--- src/rtl/snake_dir_ctrl.sv ---
// rtl/snake_dir_ctrl.sv - snake game control: start/pause/dead FSM, turn queue, step pacing
// Produces the registered move code and animate strobe sampled by the movement logic on clk4.
module snake_dir_ctrl #(
    parameter int STEP_DIV = 1
) (
    input  logic       clk4,
    input  logic       rst,
    input  logic       btn_up,
    input  logic       btn_down,
    input  logic       btn_left,
    input  logic       btn_right,
    input  logic       btn_center,
    input  logic       game_over,
    output logic [2:0] move,
    output logic       animate,
    output logic [1:0] state,
    output logic [1:0] q_count
);

    typedef enum logic [1:0] {
        ST_IDLE  = 2'b00,
        ST_RUN   = 2'b01,
        ST_PAUSE = 2'b10,
        ST_DEAD  = 2'b11
    } state_t;

    localparam logic [1:0] DIR_RIGHT = 2'b00;
    localparam logic [1:0] DIR_UP    = 2'b01;
    localparam logic [1:0] DIR_LEFT  = 2'b10;
    localparam logic [1:0] DIR_DOWN  = 2'b11;
    localparam logic [2:0] MOVE_HOLD = 3'b100;
    localparam logic [3:0] STEP_LAST = 4'(STEP_DIV - 1);

    state_t     state_q, state_d;
    logic [4:0] btn_q, btn_d;
    logic [1:0] dir_q, dir_d;
    logic [3:0] cnt_q, cnt_d;
    logic [1:0] slot0_q, slot0_d;
    logic [1:0] slot1_q, slot1_d;
    logic [1:0] q_count_q, q_count_d;
    logic [2:0] move_q, move_d;
    logic       animate_q, animate_d;

    logic [4:0] btn_now;
    logic [4:0] press;
    logic       dir_press;
    logic [1:0] new_dir;
    logic [1:0] ref_dir;
    logic       in_run;
    logic       accept;
    logic       step;
    logic       pop;
    logic       push;

    always_comb begin
        btn_now = {btn_up, btn_down, btn_left, btn_right, btn_center};
        press   = btn_now & ~btn_q;

        dir_press = 1'b1;
        new_dir   = DIR_RIGHT;
        if (press[4]) begin
            new_dir = DIR_UP;
        end else if (press[3]) begin
            new_dir = DIR_DOWN;
        end else if (press[2]) begin
            new_dir = DIR_LEFT;
        end else if (press[1]) begin
            new_dir = DIR_RIGHT;
        end else begin
            dir_press = 1'b0;
        end

        in_run = (state_q == ST_RUN);
        accept = in_run || (state_q == ST_PAUSE);
        step   = in_run && (cnt_q == STEP_LAST);
        pop    = step && (q_count_q != 2'd0);

        // Turns are validated against the last queued turn, not the current heading
        case (q_count_q)
            2'd0:    ref_dir = dir_q;
            2'd1:    ref_dir = slot0_q;
            default: ref_dir = slot1_q;
        endcase

        push = accept && dir_press && (new_dir != ref_dir)
            && (new_dir != (ref_dir ^ 2'b10))
            && ((q_count_q != 2'd2) || pop);

        state_d   = state_q;
        btn_d     = btn_now;
        dir_d     = dir_q;
        cnt_d     = cnt_q;
        slot0_d   = slot0_q;
        slot1_d   = slot1_q;
        q_count_d = q_count_q;
        move_d    = MOVE_HOLD;
        animate_d = 1'b0;

        if (pop) begin
            dir_d = slot0_q;
        end

        case ({pop, push})
            2'b10: begin
                slot0_d   = slot1_q;
                q_count_d = q_count_q - 2'd1;
            end
            2'b01: begin
                if (q_count_q == 2'd0) begin
                    slot0_d = new_dir;
                end else begin
                    slot1_d = new_dir;
                end
                q_count_d = q_count_q + 2'd1;
            end
            2'b11: begin
                if (q_count_q == 2'd2) begin
                    slot0_d = slot1_q;
                    slot1_d = new_dir;
                end else begin
                    slot0_d = new_dir;
                end
            end
            default: ;
        endcase

        if (in_run) begin
            move_d    = {1'b0, dir_d};
            animate_d = step;
            cnt_d     = step ? 4'd0 : cnt_q + 4'd1;
        end

        case (state_q)
            ST_IDLE: begin
                if (press[0]) begin
                    state_d   = ST_RUN;
                    dir_d     = DIR_RIGHT;
                    cnt_d     = 4'd0;
                    q_count_d = 2'd0;
                    slot0_d   = DIR_RIGHT;
                    slot1_d   = DIR_RIGHT;
                end
            end
            ST_RUN: begin
                if (game_over) begin
                    state_d = ST_DEAD;
                end else if (press[0]) begin
                    state_d = ST_PAUSE;
                end
            end
            ST_PAUSE: begin
                if (game_over) begin
                    state_d = ST_DEAD;
                end else if (press[0]) begin
                    state_d = ST_RUN;
                end
            end
            default: ;
        endcase
    end

    always_ff @(posedge clk4) begin
        if (rst) begin
            state_q   <= ST_IDLE;
            btn_q     <= 5'd0;
            dir_q     <= DIR_RIGHT;
            cnt_q     <= 4'd0;
            slot0_q   <= DIR_RIGHT;
            slot1_q   <= DIR_RIGHT;
            q_count_q <= 2'd0;
            move_q    <= MOVE_HOLD;
            animate_q <= 1'b0;
        end else begin
            state_q   <= state_d;
            btn_q     <= btn_d;
            dir_q     <= dir_d;
            cnt_q     <= cnt_d;
            slot0_q   <= slot0_d;
            slot1_q   <= slot1_d;
            q_count_q <= q_count_d;
            move_q    <= move_d;
            animate_q <= animate_d;
        end
    end

    assign move    = move_q;
    assign animate = animate_q;
    assign state   = state_q;
    assign q_count = q_count_q;

endmodule

--- config.mk ---
export PLATFORM = sky130hd
export DESIGN_NAME = snake_dir_ctrl
export DESIGN_NICKNAME = d
export VERILOG_FILES = /design/src/rtl/snake_dir_ctrl.sv
export SDC_FILE = /design/constraint.sdc
export NUM_CORES = 1
export LEC_CHECK = 0
export ABC_AREA = 1
export ABC_CLOCK_PERIOD_IN_PS = 1750
export CAP_MARGIN = 20
export CORE_ASPECT_RATIO = 0.6
export CORE_MARGIN = 2
export CORE_UTILIZATION = 40
export DETAILED_ROUTE_END_ITERATION = 6
export GPL_TIMING_DRIVEN = 0
export PLACE_DENSITY = 0.69
export SYNTH_ARGS = -nofsm -noshare
export SYNTH_HDL_FRONTEND = slang
export SYNTH_SLANG_ARGS = --single-unit
--- constraint.sdc ---
create_clock -name clk4 -period 1.75 [get_ports clk4]
set_input_delay 0.35 -clock clk4 [delete_from_list [all_inputs] [get_ports clk4]]
set_output_delay 0.35 -clock clk4 [all_outputs]
set_load 0.005 [all_outputs]
# Word-level counts from Yosys, hierarchy flattened
# Cells that the tools add are included.
# word_totals
wordCells,77
in_bits,8
reg_bits,23
output_inout_bits,8
# op_classes
reduce_logical,15
bitwise,4
add_sub_neg,3
muxes,34
eq_ne,11
# op_table
op,n
$mux 2,20
$mux 4,4
$pmux 2 s2,3
$pmux 2 s3,2
$eq 2x2->1 const B,4
$eq 2x1->1 const B,3
$logic_and 1x1->1,6
$and 5x5->5,1
$not 5->5,1
$add 4x1->4 const B,1
$logic_not 2->1,2
$logic_not 4->1,1
$mux 1,4
$ne 2x2->1,2
$mux 3,1
$ne 3x3->1 const B,1
$reduce_bool 3->1,1
$add 2x1->2 const B,1
$logic_or 1x1->1,2
$ne 2x2->1 const B,1
$not 1->1,2
$reduce_and 2->1,1
$reduce_bool 2->1,1
$reduce_or 2->1,1
$sub 2x1->2 const B,1

# Longest topological paths before layout
# Gate-level depths: netlist of run 1.
# depth
ltp_word,14
depth_mapped,14
mapped_depth_nobuf,14

# Worst setup path before layout of run 1
# No wires, ideal clock.
# synth_timing
path_type,reg-to-reg
start,register q_count_q[0] (netlist: q_count[0])
end,register q_count_q[1] (netlist: q_count[1])
stages_incl_launch_ff,13
t_arrival_ns,1.502
period_less_slack_ns,1.627
setup_time_ns,0.125
path_buffers,0
t_required_ns,1.625
setup_slack_ns,0.123
cell_sequence,dfxtp_1 > inv_1 > ha_1 > inv_2 > nand3b_4 > nand3_2 > nand2_2 > nor2_4 > nand3_4 > nand2_2 > nor2_1 > nor2_1 > nor2_1
# synth_via
elab_chain_cells,10
word_cells_on_any_way,20
classes_between,2 x add/sub; 6 x eq/ne; 4 x mux; 1 x bitwise; 7 x reduce/logical
# synth_rtl
element,line,source
from (decl),40,"logic [1:0] q_count_q, q_count_d;"
from (signal assigned),180,q_count_q <= q_count_d;
$eq 2x1->1 / $logic_not 2->1 (equally long branches),79,case (q_count_q)
$pmux 2 s2,79,
$ne 2x2->1 / $not 1->1 (equally long branches),n/a,
$logic_and 1x1->1 / $ne 2x2->1 (equally long branches),"85, 86",
$logic_and 1x1->1,86,&& (new_dir != (ref_dir ^ 2'b10))
$logic_and 1x1->1,87,&& ((q_count_q != 2'd2) || pop);
$eq 2x1->1 / $eq 2x2->1 (equally long branches),103,"case ({pop, push})"
$pmux 2 s2 (*),103,
$mux 2,135,if (press[0]) begin
$mux 2 (*),133,case (state_q)
# Every way passes the cells marked *; elsewhere a longest branch is shown, timed or not.
# A chain may end at the register's enable or synchronous reset.

# Worst setup path after layout of run 1
# Same ends and word-level chain as after synthesis.

==> flow_summary_export.csv, run 1 <==
group,metric,value,unit
status,outcome,"complete, no violations",
routing,drtIter0Drc,117,
layout,syn2layout_area_growth,26.1,%
logic_synthesis,synthArstFlopShare,0,
clocking,clkLatencyLatePin,270,ps
clocking,root_buffer,"clkbuf_8",
timing,slew_violations,0,
clocking,ctsHoldBuffers,0,
setup_path,cp.required,1900,ps
timing,layout_setup_ws,93.9,ps
setup_path,endpoint_kind,"flip-flop",
setup_path,r2r_cells,14,
power_and_ir_drop,p_per_area,878,nW/µm²
placed_design,place_ws,-231,ps
logic_synthesis,synth-main-ff-cell,"dfxtp_1",
logic_synthesis,syn_area_per_cell,7.26,µm²
floorplanning,die_w,79.6,µm
logic_synthesis,yosysWarnings,0,
logic_synthesis,netlist_area,1370,µm²
timing,fmax,0.604,GHz
logic_synthesis,ys_seq_area_frac,0.336,
power_and_ir_drop,p_leak,0.796,nW
routing,wl,2.86,mm
setup_path,crit_path_start_kind,"flip-flop",
floorplanning,dieHeight,49.4,µm
timing,finalSetupTns,0,ps
floorplanning,die_area,3930,µm²
grt,grt_pass1_vias,1050,
clocking,clockBufferDepth,2,
layout,finish.utilization,0.530,
setup_path,crit_path_cell_trace,"inv_4 > ha_4 > nand2_2 > nand2_2 > inv_2 > nand2_4 > nand2_2 > nand2_2 > nor2_4 > nand3_4 > nand2_2 > nor2_1 > nor2_1 > nor2_1",
routing,drc_errors,0,
timing,worst_slew_pin_slew,338,ps
grt,antenna_found_initial,0,
clocking,clock-sinks,23,
clocking,htree_levels,1,
clocking,cts_made_buffers,3,
routing,wl_per_cell,11.1,µm
timing,period_needed,1660,ps
floorplanning,initial_core_util,0.420,
logic_synthesis,yosys.area.top_type,"dfxtp_1",
hold_path,hold_path.class,"input port to flip-flop",
timing,max-slew-margin-rel,0.775,
setup_path,cp_max_fo,5,
clocking,tritoncts,"yes",
logic_synthesis,yosysUniqueCellTypes,32,
logic_synthesis,synth_top_cell_area_share,0.336,
logic_synthesis,syn_nets,206,
power_and_ir_drop,ir_drop,0.000654,V
routing,vias,1176,
layout,final_nets,232,
routing,dr.pass1.iters,4,
grt,grt_pass1_wl,4.84,mm
grt,grt_max_degree,14,
timing,finClkSkew,2.66,ps
setup_path,cp.arrival,1810,ps
placed_design,port_buffers,14,
placed_design,post-dp-hpwl,2.17,mm
timing,finalSetupViolCount,0,
grt,gr-total-overflow,0,
placed_design,placed_area,1570,µm²
hold_path,hold_depth,3,
logic_synthesis,synth.area.top_cells,"dfxtp_1 (34%), nand2_1 (11%), ha_1 (8.2%)",
logic_synthesis,synth_edf_count,0,
layout,fillerInstances,337,
layout,drive_above_1_share,0.220,
clocking,path_clk_slew,90,ps
timing,final_hold_viol_count,0,
logic_synthesis,synthCells,189,
timing,layout_worst_path_cycle_share,0.946,
setup_path,path_common_cell,"nand2_2",
setup_path,critPathKind,"flip-flop to flip-flop",
floorplanning,core_area,3260,µm²
floorplanning,ios,16,
layout,antenna_cells,0,
routing,viasPerCell,4.54,
logic_synthesis,ys_ff_latch,23,
routing,drtAntennaViolNets,0,
grt,grt_usage,0.155,
placed_design,place.gp.congestion,0.851,
layout,final_area,1730,µm²
job,cap_viol_max_count,0,
setup_path,critPathSlowestCell,"dfxtp_4",
floorplanning,rows,16,
setup_path,max_stage_delay,390,ps
## critical path: cells and delay by family, from the launching register on
kind	cells	cell delay (ps)
DFF	1	390
adders and majority gates	1	180
and+or+nand+nor	11	840
buffers and inverters	2	140
## path summary, 6_finish.rpt
check                           slack, ps       start          to
worst max-delay path                   90  q_count[0]  q_count[1]
worst min register to register        500    dir_q[1]     move[1]
worst max register to register         90  q_count[0]  q_count[1]
worst min-delay path                  360    btn_down    btn_q[3]
## stage by stage
step | cells | power, W | hold WS (ps)
after global placement | 248 | 0.00110 | 474
final | 259 | 0.00152 | 359
after CTS | 254 | 0.00146 | 421
after detailed placement | 248 | 0.00111 | 486
after global routing | 259 | 0.00163 | 384
after floorplan | 189 | 0.000965 | 457
## kinds of logic (layout without fill, tap and decap cells)
logic type / Yosys count / after routing / share of synthesized area
flops: 23 / 23 / 0.336
buf+inv: 34 / 59 / 0.0994
fa+ha+maj: 9 / 9 / 0.0821
simple gates: 93 / 93 / 0.351
xor+xnor: 2 / 2 / 0.0128
compound gates: 27 / 27 / 0.111
mux: 1 / 1 / 0.00730
## cells in the mapped netlist, types with 2 or more instances
cell	count
nand4_1	4
inv_2	2
nand2_4	2
nand2_1	39
nor2_1	29
dfxtp_1	23
a21oi_1	6
nand3_1	3
inv_1	28
xor2_1	2
nand3_2	2
nand2_2	6
ha_1	9
nand4_2	2
o21ai_0	15
## final cells by class
cell class	count	area (µm²)	share of cell area
buffer	3	20.0	0.0116
clock buffer	3	41.3	0.0239
clock inverter	1	5.00	0.00289
inverter	31	121	0.0702
multi-input combinational	132	820	0.474
sequential	23	468	0.271
tap	45	56.3	0.0326
timing repair buffer	21	198	0.114
## flip-flops by register name, summed over array words and instances (netlist names)
name / count
state: 2
q_count: 2
btn_q: 5
cnt_q: 4
slot0_q: 2
dir_q: 2
slot1_q: 2
move: 3
animate: 1
## report_power, final
group / switching (W) / internal, W / total, W
clock network: 0.000179 / 0.000159 / 0.000338
registers: 0.0000444 / 0.000574 / 0.000618
logic: 0.000317 / 0.000245 / 0.000561
## cell usage in the layout (no fill, tap or decap), types with 2 or more instances in the layout
cell type,Yosys,routed
buf_4,0,7
nor2_1,29,29
nand2_1,39,36
clkbuf_8,0,3
inv_1,28,26
dfxtp_2,0,3
clkdlybuf4s50_1,0,12
nand3_4,1,2
nand2_4,2,3
dfxtp_1,23,19
a21oi_1,6,6
nand3_1,3,3
ha_2,0,2
nand2_2,6,8
nand4_2,2,2
inv_4,0,2
nand4_1,4,4
ha_1,9,6
dlymetal6s2s_1,0,2
xor2_1,2,2
o21ai_0,15,14
inv_2,2,2
## routing by layer
metal	up-vias	routed length (µm)	track usage	share of wire
li1	647	-	-	-
met1	503	1610	0.241	0.56
met2	26	1090	0.217	0.38
met3	0	164	0.0537	0.057
met4	0	0	0	0
met5	-	0	0	0
## what timing repair did
action / CTS / global route
resized for setup: 2 / 20
buffers inserted: 2 / 5
pin swaps: 0 / 8
endpoints found under the setup margin: 8 / 11
Note: power is estimated with default switching activity, not from simulation.
==> run 2, diff against run 1 <==
--- a/config.mk
+++ b/config.mk
@@ -10,10 +10,11 @@
 export CAP_MARGIN = 20
 export CORE_ASPECT_RATIO = 0.6
 export CORE_MARGIN = 2
-export CORE_UTILIZATION = 40
+export CORE_UTILIZATION = 50
+export CTS_BUF_LIST = sky130_fd_sc_hd__clkbuf_8
 export DETAILED_ROUTE_END_ITERATION = 6
 export GPL_TIMING_DRIVEN = 0
-export PLACE_DENSITY = 0.69
+export PLACE_DENSITY = 0.81
 export SYNTH_ARGS = -nofsm -noshare
 export SYNTH_HDL_FRONTEND = slang
 export SYNTH_SLANG_ARGS = --single-unit
==> run 2 against run 1 <==
Compared with the run above: count of clock-buffer cells in the layout unchanged; maximum frequency down 1.3%; core utilization up 12 points; clock power down 7.4%; sequential power about the same; global-route usage up 5.9 points; critical path type is now input port to flip-flop; critical endpoint unchanged; highest routed layer is now met4.
==> flow_summary_export.csv, run 2 (synthesis results as in run 1) <==
group,metric,value,unit
clocking,clockBufferDepth,2,
layout,final_cell_mix,"nand2_1 (38), nor2_1 (29), inv_1 (27)",
timing,finalSetupViolCount,0,
timing,fmax,0.596,GHz
grt,grt_pass1_vias,1148,
clocking,clock-sinks,23,
grt,grt_max_degree,13,
timing,final_hold_viol_count,0,
layout,fillerInstances,240,
clocking,cts_made_buffers,3,
power_and_ir_drop,p_per_area,892,nW/µm²
routing,dr.pass1.iters,4,
timing,finClkSkew,7.61,ps
layout,layout_commonest_cell,"nand2_1",
setup_path,critPathSlowestCell,"clkdlybuf4s50_1",
floorplanning,dieHeight,44.6,µm
layout,syn2layout_area_growth,21.4,%
setup_path,cp_top_family,"simple AND/OR/NAND/NOR gates",
floorplanning,ios,16,
grt,gr-total-overflow,0,
clocking,tritoncts,"yes",
timing,holdWs,436,ps
clocking,htree_levels,1,
setup_path,cp.arrival,1830,ps
setup_path,crit_buf_inv,2,
power_and_ir_drop,power_switching,0.000526,W
clocking,ctsHoldBuffers,0,
floorplanning,core_area,2560,µm²
power_and_ir_drop,ir_drop,0.000516,V
routing,wl_per_cell,12.8,µm
clocking,clkLatencyLatePin,260,ps
setup_path,path_common_cell,"nor2_1",
layout,largest_reg_flops,5,
clocking,root_buffer,"clkbuf_8",
setup_path,endpoint_kind,"flip-flop",
power_and_ir_drop,internal_power,0.000958,W
layout,top_register,"btn_q",
timing,slew_violations,0,
routing,drtAntennaViolNets,0,
setup_path,max_stage_delay,520,ps
placed_design,dpl.cell_count,235,
layout,finish.utilization,0.651,
layout,final_nets,229,
setup_path,cp.required,1900,ps
placed_design,post-dp-hpwl,2.46,mm
routing,vias,1239,
power_and_ir_drop,clkPwrFrac,0.211,
power_and_ir_drop,p_seq_frac,0.414,
layout,multiInputGateArea,800,µm²
power_and_ir_drop,swShare,0.354,
power_and_ir_drop,p_leak,0.760,nW
setup_path,critPathKind,"input port to flip-flop",
timing,period_needed,1680,ps
hold_path,hold_path.class,"input port to flip-flop",
layout,fin_cells,243,
floorplanning,initial_core_util,0.536,
setup_path,crit_path_cell_trace,"clkdlybuf4s50_1 > nand2_4 > nand2_8 > inv_1 > nand3_2 > nand2_2 > nor2_4 > nand3_4 > nand2_2 > nor2_1 > nor2_1 > nor2_1",
floorplanning,die_w,71.6,µm
routing,drtIter0Drc,56,
placed_design,port_buffers,14,
setup_path,cp_max_fo,5,
routing,wl,3.11,mm
placed_design,place.gp.congestion,0.918,
grt,grt_usage,0.214,
routing,drc_errors,0,
timing,layout_worst_path_cycle_share,0.959,
timing,worst_slew_pin_slew,371,ps
power_and_ir_drop,pwr-share-comb,0.374,
timing,max-slew-margin-rel,0.752,
layout,antenna_cells,0,
clocking,path_clk_slew,80,ps
routing,viasPerCell,5.10,
status,outcome,"complete, no violations",
grt,antenna_found_initial,0,
layout,regArea,468,µm²
floorplanning,die_area,3190,µm²
setup_path,crit_path_start_kind,"input port",
layout,drive_above_1_share,0.190,
floorplanning,rows,14,
grt,grt_pass1_wl,5.27,mm
job,cap_viol_max_count,0,
timing,rsz0062_at_grt,"yes",
-- run 2: cell count changes in the layout (fill, tap and decap cells not counted), sizes merged --
cell           delta
inv               +1
buf               -4
clkbuf            +1
dlymetal6s2s      -2
clkinv            -1
clkdlybuf4s50     +2
-- run 2: per-layer routing --
metal	vias up	GRT usage	part of all wire
met5	-	0	0
met4	0	0.0491	0.011
met3	4	0.0592	0.070
met2	37	0.333	0.42
met1	563	0.299	0.50
li1	635	-	-
-- run 2: through the flow --
step / total power (W) / TNS (ps) / setup slack, ps / cell area (µm²)
after CTS: 0.00146 / 0 / 4.96 / 1620
final: 0.00148 / 0 / 71.9 / 1660
after detailed placement: 0.00112 / -1930 / -244 / 1550
after floorplan: 0.000965 / 0 / 123 / 1370
after global routing: 0.00159 / -36.7 / -27.1 / 1660
after global placement: 0.00109 / -1680 / -246 / 1550
-- run 2: what timing repair did --
item | 4_1_cts | 5_1_grt
buffers inserted | 1 | 3
endpoints found under the setup margin | 8 | 11
gates resized for setup | 5 | 10
pin swaps | 0 | 3
hold endpoints to repair | 0 | 0
-- run 2: worst reg2reg max path: stages (launching register included) --
cell      delay (ps)
dfxtp_2          360
inv_2             70
ha_4             180
inv_4             90
nand3b_4         100
nand3_2          130
nand2_2           70
nor2_4           150
nand3_4          120
nand2_2           90
nor2_1            40
nor2_1            90
nor2_1            40
-- run 2: path summary, 6_finish.rpt --
path | slack, ps | startpoint | cells after the start | endpoint
hold reg to reg | 500 | dir_q[1] | 2 | dir_q[1]
hold / removal | 440 | rst | 2 | btn_q[3]
setup reg to reg | 110 | q_count[0] | 12 | q_count[1]
setup / recovery | 70 | btn_down | 12 | q_count[1]
-- run 2: area by class of cell --
type / instances / area share
tap: 32 / 0.0241
sequential: 23 / 0.281
clock inverter: 1 / 0.00226
timing repair buffer: 18 / 0.102
inverter: 31 / 0.0714
buffer: 3 / 0.0135
clock buffer: 3 / 0.0248
multi-input combinational: 132 / 0.480
-- run 2: power groups by stage --
| stage | Sequential [W] | Combinational, W | Clock (W) |
|---|---|---|---|
| after floorplan | 0.000615 | 0.000350 | 0 |
| after global placement | 0.000619 | 0.000474 | 0 |
| after detailed placement | 0.000623 | 0.000498 | 0 |
| after CTS | 0.000611 | 0.000526 | 0.000323 |
| after global routing | 0.000622 | 0.000618 | 0.000346 |
| final | 0.000615 | 0.000556 | 0.000313 |
